## config.mk

```make
export PLATFORM = sky130hd
export DESIGN_NAME = apb_master_bridge_flat
export DESIGN_NICKNAME = d
export VERILOG_FILES = /design/src/rtl/apb_master_bridge_if.sv /design/src/rtl/apb_master_bridge.sv /design/src/flat_wrapper.sv
export SDC_FILE = /design/constraint.sdc
export NUM_CORES = 1
export LEC_CHECK = 0
export ABC_CLOCK_PERIOD_IN_PS = 2600
export BUFFER_PORTS_ARGS = -buffer_cell sky130_fd_sc_hd__buf_2
export CORE_UTILIZATION = 42
export DETAILED_ROUTE_END_ITERATION = 7
export PLACE_DENSITY = 0.76
export RECOVER_POWER = 25
export SLEW_MARGIN = 20
export SYNTH_ARGS = -nofsm -noshare
export SYNTH_HDL_FRONTEND = slang
export SYNTH_SLANG_ARGS = --single-unit
export TNS_END_PERCENT = 30
```

## constraint.sdc

```tcl
create_clock -name clk -period 2.6 [get_ports clk]
set_input_delay 0.13 -clock clk [delete_from_list [all_inputs] [get_ports clk]]
set_output_delay 0.13 -clock clk [all_outputs]
set_load 0.01 [all_outputs]
```

## src/rtl/apb_master_bridge_if.sv

```systemverilog
// Request/response and APB bus bundle for apb_master_bridge.
// Latency: none, wires only.
// Backpressure: req_valid/req_ready on requests; responses are a strobe with no back-pressure.
interface apb_master_bridge_if #(
    parameter int ADDR_W = 20,
    parameter int DATA_W = 32
);
    // requester side
    logic              req_valid;
    logic              req_ready;
    logic              req_write;
    logic [ADDR_W-1:0] req_addr;
    logic [DATA_W-1:0] req_wdata;
    logic              rsp_valid;
    logic [DATA_W-1:0] rsp_rdata;
    logic              rsp_err;
    // APB side
    logic [ADDR_W-1:0] paddr;
    logic              pwrite;
    logic [DATA_W-1:0] pwdata;
    logic              psel;
    logic              penable;
    logic [DATA_W-1:0] prdata;
    logic              pready;
    logic              pslverr;

    // bridge view
    modport master (
        input  req_valid, req_write, req_addr, req_wdata, prdata, pready, pslverr,
        output req_ready, rsp_valid, rsp_rdata, rsp_err, paddr, pwrite, pwdata, psel, penable
    );

    // requester + peripheral view
    modport slave (
        output req_valid, req_write, req_addr, req_wdata, prdata, pready, pslverr,
        input  req_ready, rsp_valid, rsp_rdata, rsp_err, paddr, pwrite, pwdata, psel, penable
    );
endinterface

```

## src/rtl/apb_master_bridge.sv

```systemverilog
// Single-outstanding APB initiator: valid/ready request in, APB SETUP/ACCESS out, one-cycle response strobe back.
// Latency: accept at T, SETUP T+1, ACCESS T+2, rsp_valid T+3+W (W = pready-low ACCESS cycles); 3 cycles/transfer back-to-back.
// Backpressure: req_ready only in IDLE; rsp_valid cannot be stalled. Optional APB_MASTER_TIMEOUT_EN aborts ACCESS after TIMEOUT_CYCLES waits.
module apb_master_bridge #(
    parameter int ADDR_W         = 20,
    parameter int DATA_W         = 32,
    parameter int TIMEOUT_CYCLES = 256
) (
    input  logic               clk,
    input  logic               rst,
    apb_master_bridge_if.master bus
);

    typedef enum logic [1:0] {IDLE, SETUP, ACCESS} state_t;

    state_t            state_q, state_d;
    logic              req_ready_q, psel_q, penable_q;
    logic              rsp_valid_q, rsp_err_q;
    logic [DATA_W-1:0] rsp_rdata_q;
    logic [ADDR_W-1:0] paddr_q;
    logic              pwrite_q;
    logic [DATA_W-1:0] pwdata_q;
    logic              accept, done, abort;
    logic              tmo_hit;

`ifdef APB_MASTER_TIMEOUT_EN
    localparam int CNT_W = $clog2(TIMEOUT_CYCLES + 1);
    logic [CNT_W-1:0] tmo_cnt_q;

    // Wait-cycle counter: zero outside ACCESS, so it starts clean on every ACCESS entry.
    always_ff @(posedge clk or posedge rst) begin
        if (rst)
            tmo_cnt_q <= '0;
        else if (state_q != ACCESS)
            tmo_cnt_q <= '0;
        else if (!bus.pready)
            tmo_cnt_q <= tmo_cnt_q + 1'b1;
    end

    // The limit-th wait cycle is the one whose closing edge aborts.
    assign tmo_hit = (tmo_cnt_q == CNT_W'(TIMEOUT_CYCLES - 1));
`else
    // Timeout disabled: ACCESS waits indefinitely; TIMEOUT_CYCLES has no effect in this build.
    if (TIMEOUT_CYCLES < 1) begin : g_tmo_disabled
    end
    assign tmo_hit = 1'b0;
`endif

    // Next-state decode; pready is only looked at in ACCESS and beats a coincident timeout.
    always_comb begin
        state_d = state_q;
        accept  = 1'b0;
        done    = 1'b0;
        abort   = 1'b0;
        case (state_q)
            IDLE: begin
                if (bus.req_valid && req_ready_q) begin
                    accept  = 1'b1;
                    state_d = SETUP;
                end
            end
            SETUP: state_d = ACCESS;
            ACCESS: begin
                if (bus.pready) begin
                    done    = 1'b1;
                    state_d = IDLE;
                end else if (tmo_hit) begin
                    abort   = 1'b1;
                    state_d = IDLE;
                end
            end
            default: state_d = IDLE;
        endcase
    end

    // State and APB/handshake control registers, all derived from the next state so outputs stay registered.
    always_ff @(posedge clk or posedge rst) begin
        if (rst) begin
            state_q     <= IDLE;
            req_ready_q <= 1'b0;
            psel_q      <= 1'b0;
            penable_q   <= 1'b0;
            rsp_valid_q <= 1'b0;
        end else begin
            state_q     <= state_d;
            req_ready_q <= (state_d == IDLE);
            psel_q      <= (state_d != IDLE);
            penable_q   <= (state_d == ACCESS);
            rsp_valid_q <= done | abort;
        end
    end

    // Request latch on accept and response capture on completion/abort; both hold otherwise.
    always_ff @(posedge clk or posedge rst) begin
        if (rst) begin
            paddr_q     <= '0;
            pwrite_q    <= 1'b0;
            pwdata_q    <= '0;
            rsp_rdata_q <= '0;
            rsp_err_q   <= 1'b0;
        end else begin
            if (accept) begin
                paddr_q  <= bus.req_addr;
                pwrite_q <= bus.req_write;
                pwdata_q <= bus.req_wdata;
            end
            if (done) begin
                rsp_rdata_q <= pwrite_q ? '0 : bus.prdata;
                rsp_err_q   <= bus.pslverr;
            end else if (abort) begin
                rsp_rdata_q <= '0;
                rsp_err_q   <= 1'b1;
            end
        end
    end

    assign bus.req_ready = req_ready_q;
    assign bus.rsp_valid = rsp_valid_q;
    assign bus.rsp_rdata = rsp_rdata_q;
    assign bus.rsp_err   = rsp_err_q;
    assign bus.paddr     = paddr_q;
    assign bus.pwrite    = pwrite_q;
    assign bus.pwdata    = pwdata_q;
    assign bus.psel      = psel_q;
    assign bus.penable   = penable_q;

endmodule
```

## src/flat_wrapper.sv

```systemverilog
// flat-port wrapper written by rule: the top's interface ports become plain ports
module apb_master_bridge_flat 
#(
    parameter int ADDR_W         = 20,
    parameter int DATA_W         = 32,
    parameter int TIMEOUT_CYCLES = 256
)
  (clk, rst, bus_req_valid, bus_req_write, bus_req_addr, bus_req_wdata, bus_prdata, bus_pready, bus_pslverr, bus_req_ready, bus_rsp_valid, bus_rsp_rdata, bus_rsp_err, bus_paddr, bus_pwrite, bus_pwdata, bus_psel, bus_penable);
  apb_master_bridge_if #(.ADDR_W(ADDR_W), .DATA_W(DATA_W)) bus_i ();
  input  logic clk;
  input  logic rst;
  input wire logic [$bits(bus_i.req_valid)-1:0] bus_req_valid;
  input wire logic [$bits(bus_i.req_write)-1:0] bus_req_write;
  input wire logic [$bits(bus_i.req_addr)-1:0] bus_req_addr;
  input wire logic [$bits(bus_i.req_wdata)-1:0] bus_req_wdata;
  input wire logic [$bits(bus_i.prdata)-1:0] bus_prdata;
  input wire logic [$bits(bus_i.pready)-1:0] bus_pready;
  input wire logic [$bits(bus_i.pslverr)-1:0] bus_pslverr;
  output wire logic [$bits(bus_i.req_ready)-1:0] bus_req_ready;
  output wire logic [$bits(bus_i.rsp_valid)-1:0] bus_rsp_valid;
  output wire logic [$bits(bus_i.rsp_rdata)-1:0] bus_rsp_rdata;
  output wire logic [$bits(bus_i.rsp_err)-1:0] bus_rsp_err;
  output wire logic [$bits(bus_i.paddr)-1:0] bus_paddr;
  output wire logic [$bits(bus_i.pwrite)-1:0] bus_pwrite;
  output wire logic [$bits(bus_i.pwdata)-1:0] bus_pwdata;
  output wire logic [$bits(bus_i.psel)-1:0] bus_psel;
  output wire logic [$bits(bus_i.penable)-1:0] bus_penable;
  assign bus_i.req_valid = bus_req_valid;
  assign bus_i.req_write = bus_req_write;
  assign bus_i.req_addr = bus_req_addr;
  assign bus_i.req_wdata = bus_req_wdata;
  assign bus_i.prdata = bus_prdata;
  assign bus_i.pready = bus_pready;
  assign bus_i.pslverr = bus_pslverr;
  assign bus_req_ready = bus_i.req_ready;
  assign bus_rsp_valid = bus_i.rsp_valid;
  assign bus_rsp_rdata = bus_i.rsp_rdata;
  assign bus_rsp_err = bus_i.rsp_err;
  assign bus_paddr = bus_i.paddr;
  assign bus_pwrite = bus_i.pwrite;
  assign bus_pwdata = bus_i.pwdata;
  assign bus_psel = bus_i.psel;
  assign bus_penable = bus_i.penable;
  apb_master_bridge #(.ADDR_W(ADDR_W), .DATA_W(DATA_W), .TIMEOUT_CYCLES(TIMEOUT_CYCLES)) u_core (.clk(clk), .rst(rst), .bus(bus_i));
endmodule
```

==> impl_metrics.py, run 1 <==
metrics = {
    "status": {
        "outcome": "complete, but fails checks",
        "violations": "DRC, capacitance limit, slew limit",
    },
    "flow_run": {
        "maxCapViolCount": 1,
    },
    "routing": {
        "first_pass_iters": 8,
        "ant_nets": 0,
        "wirelength_um": 8352,
        "drt-initial-drc-count": 44,
        "drc_errors": 10,
        "wl_per_cell_um": 14.65,
        "vias": 2644,
        "routed_via_density": 4.639,
    },
    "global_route": {
        "grt_use_total_pct": 18.37,
        "grt_pass1_wl_um": 13940,
        "grt_pass1_vias": 2885,
        "antenna_found_initial": 0,
        "grt_max_degree": 51,
        "grt-ovfl-total": 0,
    },
    "pwr": {
        "p_int_mw": 4.216,
        "leakage_nw": 2.707,
        "power_density_nw_per_um2": 1158,
        "combPwrFrac_pct": 42.8,
        "worst_ir_drop_vdd_v": 0.0005770,
        "clkPwrFrac_pct": 15.7,
        "p_sw_share_pct": 33.09,
        "p_seq_share_pct": 41.5,
        "p_sw_mw": 2.085,
    },
    "synth": {
        "yosys-top-cells-count": "92 x dfrtp_1, 52 x mux2_4, 34 x mux2_2",
        "synthAdderAreaFrac_pct": 0,
        "synth_ff_type": "dfrtp_1",
        "synth.most_common_cell": "dfrtp_1",
        "synth-simple-area-share_pct": 6.026,
        "synth.avg_cell_area_sq_um": 16.75,
        "synth_seq_cells": 92,
        "synth_compound_area_share_pct": 0.7051,
        "ys_async_sr_fraction_pct": 100.0,
        "synth_area_leaders": "dfrtp_1 59%, mux2_4 20%, mux2_2 9.8%",
        "yosys_warnings": 0,
        "synth_cell_type_count": 14,
        "synthesis.nets": 323,
        "syn_area_sq_um": 3904,
        "synth_edf_count": 0,
        "ys_seq_area_share_pct": 58.97,
        "synth_xor_area_share_pct": 0,
        "synth_top_family_by_area": "multiplexers",
        "yosysTopAreaCellShare_pct": 58.97,
        "syn_inst": 233,
        "synth_mux_area_share_pct": 29.81,
        "yosysTopAreaCell": "dfrtp_1",
    },
    "layout": {
        "area_growth_pct": 39.42,
        "fin_cells": 570,
        "drive_gt1_share_pct": 56.71,
        "diodes": 0,
        "nets": 547,
        "final_area_sq_um": 5443,
        "fillers": 714,
        "multi_input_area_sq_um": 1435,
        "final_util_pct": 61.51,
        "ff_latch_area_sq_um": 2303,
    },
    "sta": {
        "finClkSkew_ns": 0.009723,
        "slew-limit-headroom_pct": -7.275,
        "setup_violations": 0,
        "tns_ns": 0,
        "worst_slew_pin_slew_ns": 1.607,
        "hold_ws_ns": 0.02067,
        "rsz0062_at_grt": "false",
        "fmax_mhz": 552.3,
        "timing.final.crit_share_pct": 69.63,
        "slew_viol_final": 43,
        "min_period_ns": 1.810,
        "hold_violations": 0,
    },
    "clocking": {
        "insertion_delay_ns": 0.34,
        "clk_path_buf_depth": 2,
        "cts-resized-gates": 0,
        "clock-sinks": 92,
        "htreeDepth": 3,
        "clk_pin_slew_ns": 0.09,
        "clock-root-buffer": "clkbuf_8",
        "cts_made_buffers": 9,
        "cts_tree": "built",
    },
    "placed_design": {
        "routabilityCongestion": 0.7509,
        "port_buffers": 179,
        "hpwlAfterDp_um": 5378,
        "dpl-instance-area_sq_um": 4826,
        "dp.cells": 510,
    },
    "floorplanning": {
        "die_w_um": 98.41,
        "num_rows": 34,
        "start_util_pct": 44.12,
        "die_area_sq_um": 9685,
        "coreArea_sq_um": 8848,
        "die_h_um": 98.41,
        "ioPinCount": 180,
    },
    "setup_path": {
        "path_cells": "dlygate4sd3_1 > buf_2 > inv_1 > buf_12",
        "path_buf_inv": 4,
        "worst_path_max_delay_cell": "inv_1",
        "path_delay_family": "buffers and inverters",
        "required_ns": 3.11,
        "cp_max_fo": 50,
        "crit_type": "in2async",
        "startpoint_type": "input port",
        "crit_arrival_ns": 2.32,
        "max_stage_delay_ns": 1.13,
        "crit_path_end_kind": "async pin",
    },
    "min_path": {
        "hold_class": "in2reg",
    },
}
registers in the layout, indices dropped and copies added (netlist names):
name	cells
u_core.bus.pwrite	1
u_core.bus.pwdata	32
u_core.bus.rsp_valid	1
u_core.bus.rsp_rdata	32
u_core.bus.penable	1
u_core.bus.paddr	20
u_core.state_q	2
u_core.bus.rsp_err	1
u_core.bus.req_ready	1
u_core.bus.psel	1
layout by cell type, fill, tap and decap left out:
master and instances:
nor2b_1 32, o21a_1 1, o21ai_0 3, buf_2 153, bufinv_16 1, dlygate4sd3_1 44
buf_4 1, mux2_4 52, dfrtp_1 91, a21oi_1 1, nor4bb_4 1, clkinv_2 1
or3b_2 1, clkinvlp_4 2, clkbuf_1 26, mux2_2 34, inv_1 2, and3b_2 1
buf_12 2, dfrtp_2 1, inv_6 1, clkbuf_8 11
area by class of cell:
class	count	share of cell area [%]
multi-input cells	126	26.37
inverters	2	0.1379
clock buffers	11	2.782
well taps	108	2.483
clock inverters	5	1.080
repair buffers	226	24.83
flip-flops and latches	92	42.32
final timing paths:
kind / startpoint / end / slack (ns) / cells past startpoint
min reg2reg: u_core.bus.rsp_rdata[13] / u_core.bus.rsp_rdata[13] / 0.51 / 1
min: bus_req_wdata[2] / u_core.bus.pwdata[2] / 0.02 / 2
max reg2reg: u_core.state_q[0] / u_core.bus.rsp_rdata[10] / 0.81 / 2
min in group asynchronous: rst / u_core.bus.pwdata[20] / 0.83 / 3
max in group clk: u_core.state_q[0] / u_core.bus.rsp_rdata[10] / 0.81 / 2
max: rst / u_core.bus.pwrite / 0.79 / 4
stage by stage:
step / total power, mW / setup WS (ns)
finish: 6.301 / 0.7895
floorplan: 4.467 / 0.07804
global route: 6.715 / 0.4625
global placement: 5.267 / 0.8425
CTS: 6.431 / 0.7380
detailed placement: 5.358 / 0.7884
cells by family after synthesis:
kind of cell / count (synthesis)
muxes: 86
DFF: 92
buffers and inverters: 15
and+or+nand+nor: 35
AOI/OAI and AO/OA: 5
power by group through the flow:
stage,clock [mW],sequential [mW],combinational [mW]
2_1_floorplan,0,2.86,1.61
3_3_place_gp,0,2.60,2.67
3_5_place_dp,0,2.62,2.74
4_1_cts,1.03,2.61,2.79
5_1_grt,1.08,2.73,2.91
6_report,0.989,2.61,2.70
worst register-to-register path, delay by kind of cell (launching register included):
| kind | cells | cell delay, ns |
|---|---|---|
| AND/OR/NAND/NOR | 1 | 0.81 |
| multiplexers | 1 | 0.43 |
| flip-flops | 1 | 0.44 |
per-layer routing:
| metal | up-vias | share of wire, % | track usage [%] | routed length (um) |
|---|---|---|---|---|
| li1 | 1234 | - | - | - |
| met1 | 1284 | 40 | 22.09 | 3373 |
| met2 | 111 | 51 | 32.18 | 4235 |
| met3 | 15 | 7.1 | 4.397 | 592 |
| met4 | 0 | 1.8 | 6.774 | 151 |
| met5 | - | 0 | 0 | 0 |
repair_timing:
| item | CTS | global route |
|---|---|---|
| hold buffers | 44 | 0 |
| buffers inserted | 0 | 0 |
| hold endpoints to repair | 85 | 0 |
Note: power is estimated with default switching activity, not from simulation.
==> inputs of run 2 (changes only) <==
--- a/config.mk
+++ b/config.mk
@@ -5,7 +5,7 @@
 export SDC_FILE = /design/constraint.sdc
 export NUM_CORES = 1
 export LEC_CHECK = 0
-export ABC_CLOCK_PERIOD_IN_PS = 2600
+export ABC_CLOCK_PERIOD_IN_PS = 1500
 export BUFFER_PORTS_ARGS = -buffer_cell sky130_fd_sc_hd__buf_2
 export CORE_UTILIZATION = 42
 export DETAILED_ROUTE_END_ITERATION = 7
==> constraint.sdc (replaced) <==
create_clock -name clk -period 1.5 [get_ports clk]
set_input_delay 0.075 -clock clk [delete_from_list [all_inputs] [get_ports clk]]
set_output_delay 0.075 -clock clk [all_outputs]
set_load 0.01 [all_outputs]
==> run 2 against run 1 <==
Effect of this change:
- the run ends with DRC, setup timing left
- via count grew 4.8%
- critical path depth unchanged
- non-clock buffer count rose by 28
- final cell count is 4.9% higher
- combinational power rose by 100%
- highest routed layer unchanged
==> impl_metrics.py, run 2 (synthesis gave the netlist of run 1 again) <==
metrics = {
    "sta": {
        "timing.final.crit_share_pct": 101.9,
        "worst_slew_pin_slew_ns": 0.7498,
        "finClkSkew_ns": 0.01082,
        "rsz0062_at_grt": "true",
        "hold_violations": 0,
        "slew-limit-headroom_pct": 50.01,
        "min_period_ns": 1.529,
        "fmax_mhz": 654.2,
        "hold_ws_ns": 0.05767,
        "setup_slack_ns": -0.02868,
        "slew_viol_final": 0,
        "setup_violations": 44,
    },
    "setup_path": {
        "path_cells": "nor4bb_4 > buf_6 > buf_6 > mux2_4",
        "cp_num_cells": 4,
        "path_delay_family": "flip-flops",
        "r2r-end": "u_core.bus.pwdata[14]",
        "crit_arrival_ns": 1.76,
        "cpMostUsedCell": "buf_6",
        "cp_max_fo": 6,
        "crit_end": "u_core.bus.pwdata[14]",
        "rrSetupSlack_ns": -0.03,
        "required_ns": 1.73,
        "path_buf_inv": 2,
        "startpoint_type": "flip-flop",
        "crit_type": "reg2reg",
        "max_stage_delay_ns": 0.41,
        "worst_path_max_delay_cell": "dfrtp_1",
        "crit_start": "u_core.state_q[1]",
        "crit_path_end_kind": "flip-flop",
        "rr_startpoint": "u_core.state_q[1]",
        "r2r_cells": 4,
    },
    "global_route": {
        "grt-ovfl-total": 0,
        "antenna_found_initial": 0,
        "grt_pass1_wl_um": 14440,
        "grt_max_degree": 85,
        "grt_pass1_vias": 2952,
        "grt_use_total_pct": 19.18,
    },
    "status": {
        "violations": "DRC, setup timing",
        "outcome": "complete, but fails checks",
    },
    "min_path": {
        "hold_class": "in2reg",
    },
    "layout": {
        "final_area_sq_um": 5832,
        "area_growth_pct": 49.39,
        "drive_gt1_share_pct": 57.76,
        "diodes": 0,
        "layout.cells.most_common": "buf_2",
        "fin_cells": 598,
        "nets": 575,
        "final_cell_mix": "160 x buf_2, 92 x dfrtp_1, 60 x mux2_4",
        "final_util_pct": 65.91,
    },
    "floorplanning": {
        "coreArea_sq_um": 8848,
        "die_area_sq_um": 9685,
        "start_util_pct": 44.12,
        "num_rows": 34,
        "ioPinCount": 180,
        "die_h_um": 98.41,
        "die_w_um": 98.41,
    },
    "placed_design": {
        "hpwlAfterDp_um": 5759,
        "port_buffers": 179,
        "routabilityCongestion": 0.7566,
        "dp.cells": 523,
        "dpl-instance-area_sq_um": 4962,
    },
    "clocking": {
        "clk_path_buf_depth": 2,
        "clock-root-buffer": "clkbuf_8",
        "htreeDepth": 3,
        "cts_made_buffers": 9,
        "insertion_delay_ns": 0.35,
        "clock-sinks": 92,
        "clk_pin_slew_ns": 0.09,
        "cts_tree": "built",
    },
    "pwr": {
        "power_density_nw_per_um2": 2031,
        "leakage_nw": 2.916,
        "power_mw": 11.84,
        "worst_ir_drop_vdd_v": 0.0008914,
    },
    "routing": {
        "routed_via_density": 4.635,
        "first_pass_iters": 8,
        "vias": 2772,
        "drc_errors": 12,
        "ant_nets": 0,
        "wl_per_cell_um": 15.52,
        "wirelength_um": 9283,
        "drt-initial-drc-count": 60,
    },
    "flow_run": {
        "maxCapViolCount": 0,
    },
}
run 2: changes by cell type in the layout (fill, tap and decap cells not counted), moves of 2 or more:
cell,before,now
buf_12,2,4
buf_2,153,160
buf_4,1,6
buf_6,0,8
bufinv_16,1,3
clkbuf_1,26,22
clkbuf_16,0,2
clkbuf_8,11,9
dlygate4sd3_1,44,55
mux2_2,34,26
mux2_4,52,60
run 2: worst reg2reg max path, stage by stage (launching register included):
cell,delay [ns]
dfrtp_1,0.41
nor4bb_4,0.36
buf_6,0.20
buf_6,0.15
mux2_4,0.31
run 2: cell type report:
cell class,instances,area (sq um)
Clock buffer,12,135.1
Clock inverter,4,97.59
Fill cell,686,3017
Inverter,2,8.758
Multi-Input combinational cell,126,1465
Sequential cell,92,2302
Tap cell,108,135.1
Timing Repair Buffer,254,1688
run 2: where the power goes:
| part | switching, mW | internal, mW |
|---|---|---|
| clock network | 0.826 | 1.11 |
| logic | 2.27 | 3.23 |
| registers | 0.695 | 3.72 |
run 2: what timing repair did:
| action | CTS | global route |
|---|---|---|
| hold endpoints to repair | 62 | 0 |
| cloned | 0 | 2 |
| setup buffers | 0 | 2 |
| pin swaps | 0 | 1 |
| resized for setup | 3 | 12 |
| setup endpoints to repair | 34 | 78 |
| hold buffers | 55 | 0 |
run 2: through the flow:
step	TNS (ns)	setup WS, ns
final	-0.5069	-0.02868
after global routing	-4.923	-0.1086
after CTS	-1.335	-0.05173
after detailed placement	-0.8364	-0.04618
after global placement	-0.5781	-0.03091
after floorplan	0	0.02656
run 2: worst min-delay path by stage:
stage / slack (ns) / endpoint / startpoint / cells after the start
finish: 0.06 / u_core.bus.penable / bus_pready / 3
floorplan: 0.22 / u_core.bus.paddr[10] / bus_req_addr[10] / 1
global route: 0.07 / u_core.bus.rsp_rdata[10] / bus_prdata[10] / 3
CTS: 0.05 / u_core.bus.penable / bus_pready / 3
global placement: 0.02 / u_core.bus.pwdata[29] / rst / 2
detailed placement: 0.03 / u_core.bus.pwdata[29] / rst / 2
run 2: per-layer routing:
| layer | vias to the layer above | routed length (um) | GRT usage (%) |
|---|---|---|---|
| met4 | 0 | 180 | 8.152 |
| met5 | - | 0 | 0 |
| met1 | 1342 | 3848 | 22.86 |
| li1 | 1297 | - | - |
| met2 | 116 | 4663 | 33.42 |
| met3 | 17 | 590 | 4.468 |
==> inputs of run 3 (changes only) <==
--- a/config.mk
+++ b/config.mk
@@ -5,11 +5,11 @@
 export SDC_FILE = /design/constraint.sdc
 export NUM_CORES = 1
 export LEC_CHECK = 0
-export ABC_CLOCK_PERIOD_IN_PS = 1500
+export ABC_CLOCK_PERIOD_IN_PS = 1950
 export BUFFER_PORTS_ARGS = -buffer_cell sky130_fd_sc_hd__buf_2
-export CORE_UTILIZATION = 42
+export CORE_UTILIZATION = 50
 export DETAILED_ROUTE_END_ITERATION = 7
-export PLACE_DENSITY = 0.76
+export PLACE_DENSITY = 0.85
 export RECOVER_POWER = 25
 export SLEW_MARGIN = 20
 export SYNTH_ARGS = -nofsm -noshare
==> constraint.sdc (replaced) <==
create_clock -name clk -period 1.95 [get_ports clk]
set_input_delay 0.0975 -clock clk [delete_from_list [all_inputs] [get_ports clk]]
set_output_delay 0.0975 -clock clk [all_outputs]
set_load 0.01 [all_outputs]
==> run 3 against run 2 <==
Effect of this change:
- the flow now finishes without violations
- global-route usage increased by 4.8 points
- via count decreased by 0.25%
- final cell count decreased by 4.0%
- critical path depth decreased by 1
- sequential power decreased by 23%
- largest power group unchanged
- highest routed layer unchanged
==> impl_metrics.py, run 3 (synthesis gave the netlist of run 1 again) <==
metrics = {
    "placed_design": {
        "routabilityCongestion": 0.7117,
        "pre_cts_ws_ns": 0.2510,
        "port_buffers": 179,
        "dpl-instance-area_sq_um": 4831,
        "hpwlAfterDp_um": 5548,
    },
    "setup_path": {
        "required_ns": 2.18,
        "crit_type": "reg2reg",
        "path_buf_inv": 1,
        "crit_path_end_kind": "flip-flop",
        "cp_num_cells": 3,
        "startpoint_type": "flip-flop",
        "r2r_cells": 3,
        "crit_arrival_ns": 1.95,
        "worst_path_max_delay_cell": "dfrtp_1",
        "path_cells": "nor4bb_4 > buf_12 > mux2_2",
        "path_delay_family": "flip-flops",
        "max_stage_delay_ns": 0.44,
        "cp_max_fo": 54,
    },
    "global_route": {
        "grt_use_total_pct": 24.03,
        "grt-ovfl-total": 0,
        "grt_pass1_wl_um": 15130,
        "antenna_found_initial": 0,
        "grt_pass1_vias": 2998,
        "grt_max_degree": 55,
    },
    "layout": {
        "multi_input_area_sq_um": 1435,
        "final_area_sq_um": 5547,
        "area_growth_pct": 42.08,
        "final_cell_mix": "162 x buf_2, 92 x dfrtp_1, 55 x dlygate4sd3_1",
        "layout.cells.most_common": "buf_2",
        "fillers": 473,
        "diodes": 0,
        "ff_latch_area_sq_um": 2302,
        "drive_gt1_share_pct": 57.47,
        "nets": 560,
    },
    "sta": {
        "slew-limit-headroom_pct": 25.36,
        "fmax_mhz": 581.0,
        "setup_slack_ns": 0.2288,
        "slew_viol_final": 0,
        "min_period_ns": 1.721,
        "rsz0062_at_grt": "false",
        "hold_violations": 0,
        "setup_violations": 0,
        "hold_ws_ns": 0.08715,
        "tns_ns": 0,
        "finClkSkew_ns": 0.01199,
        "worst_slew_pin_slew_ns": 1.120,
        "timing.final.crit_share_pct": 88.27,
    },
    "min_path": {
        "hold_class": "in2reg",
        "worstHoldPathCells": 3,
    },
    "flow_run": {
        "maxCapViolCount": 0,
    },
    "pwr": {
        "worst_ir_drop_vdd_v": 0.0008482,
        "leakage_nw": 2.783,
        "power_mw": 8.485,
        "power_density_nw_per_um2": 1530,
    },
    "routing": {
        "ant_nets": 0,
        "vias": 2765,
        "routed_via_density": 4.817,
        "wl_per_cell_um": 16.29,
        "drt-initial-drc-count": 37,
        "wirelength_um": 9351,
        "first_pass_iters": 6,
        "drc_errors": 0,
    },
    "floorplanning": {
        "start_util_pct": 52.69,
        "coreArea_sq_um": 7408,
        "die_area_sq_um": 8165,
        "num_rows": 31,
        "die_h_um": 90.36,
        "die_w_um": 90.36,
        "ioPinCount": 180,
    },
    "clocking": {
        "clk_pin_slew_ns": 0.08,
        "cts_made_buffers": 9,
        "clock-root-buffer": "clkbuf_8",
        "cts_tree": "built",
        "htreeDepth": 3,
        "insertion_delay_ns": 0.35,
        "clock-sinks": 92,
        "clk_path_buf_depth": 2,
    },
    "status": {
        "outcome": "finished, final reports clean",
    },
}
## run 3: cell types whose count changed in the layout (fill, tap and decap cells not counted), moves of 4 or more
| cell | before | now |
|---|---|---|
| buf_4 | 6 | 1 |
| buf_6 | 8 | 0 |
| clkbuf_1 | 22 | 17 |
| clkinv_2 | 0 | 4 |
| mux2_2 | 26 | 34 |
| mux2_4 | 60 | 52 |
## run 3: repair_timing
| item | 4_1_cts | 5_1_grt |
|---|---|---|
| buffers inserted | 0 | 0 |
| gates resized for setup | 0 | 0 |
| endpoints found under the hold margin | 146 | 0 |
| hold buffers | 55 | 0 |
## run 3: layout make-up
type                       instances  area share, %
inverter                           2         0.2030
clock inverter                     7          1.218
timing repair buffer             239          26.73
tap                               99          2.233
multi-input combinational        126          25.87
clock buffer                       9          2.233
sequential                        92          41.51
## run 3: path summary, 6_finish.rpt
path / from / endpoint / slack [ns]
setup / recovery: u_core.state_q[0] / u_core.bus.paddr[19] / 0.23
hold / removal: bus_pready / u_core.bus.penable / 0.09
setup reg to reg: u_core.state_q[0] / u_core.bus.paddr[19] / 0.23
hold reg to reg: u_core.bus.rsp_rdata[13] / u_core.bus.rsp_rdata[13] / 0.50
max in group asynchronous: rst / u_core.bus.rsp_rdata[12] / 0.55
min in group asynchronous: rst / u_core.bus.paddr[19] / 0.69
## run 3: per-stage QoR
stage / util, % / instances
after CTS: 75.22 / 574
after floorplan: - / 233
after global placement: 65.21 / 503
final: 74.87 / 574
after detailed placement: 65.21 / 503
after global routing: 74.87 / 574
## run 3: layer usage
metal | vias to the layer above | part of all wire [%] | track usage (%)
met5 | - | 0 | 0
met4 | 0 | 3.2 | 11.16
met3 | 26 | 5.7 | 4.798
met2 | 132 | 52 | 43.07
met1 | 1339 | 39 | 27.53
li1 | 1268 | - | -
## run 3: worst min-delay path: cells and delay by family
kind                   cells  cell delay (ns)
buffers and inverters      1             0.08
AND/OR/NAND/NOR            1             0.12
AO/OA/AOI/OAI              1             0.08
## run 3: report_power, final
group          internal, mW  switching [mW]  total (mW)  leakage [nW]
combinational          2.16            1.69        3.86          1.56
clock                 0.588           0.637        1.23         0.103
sequential             2.86           0.546        3.40          1.12
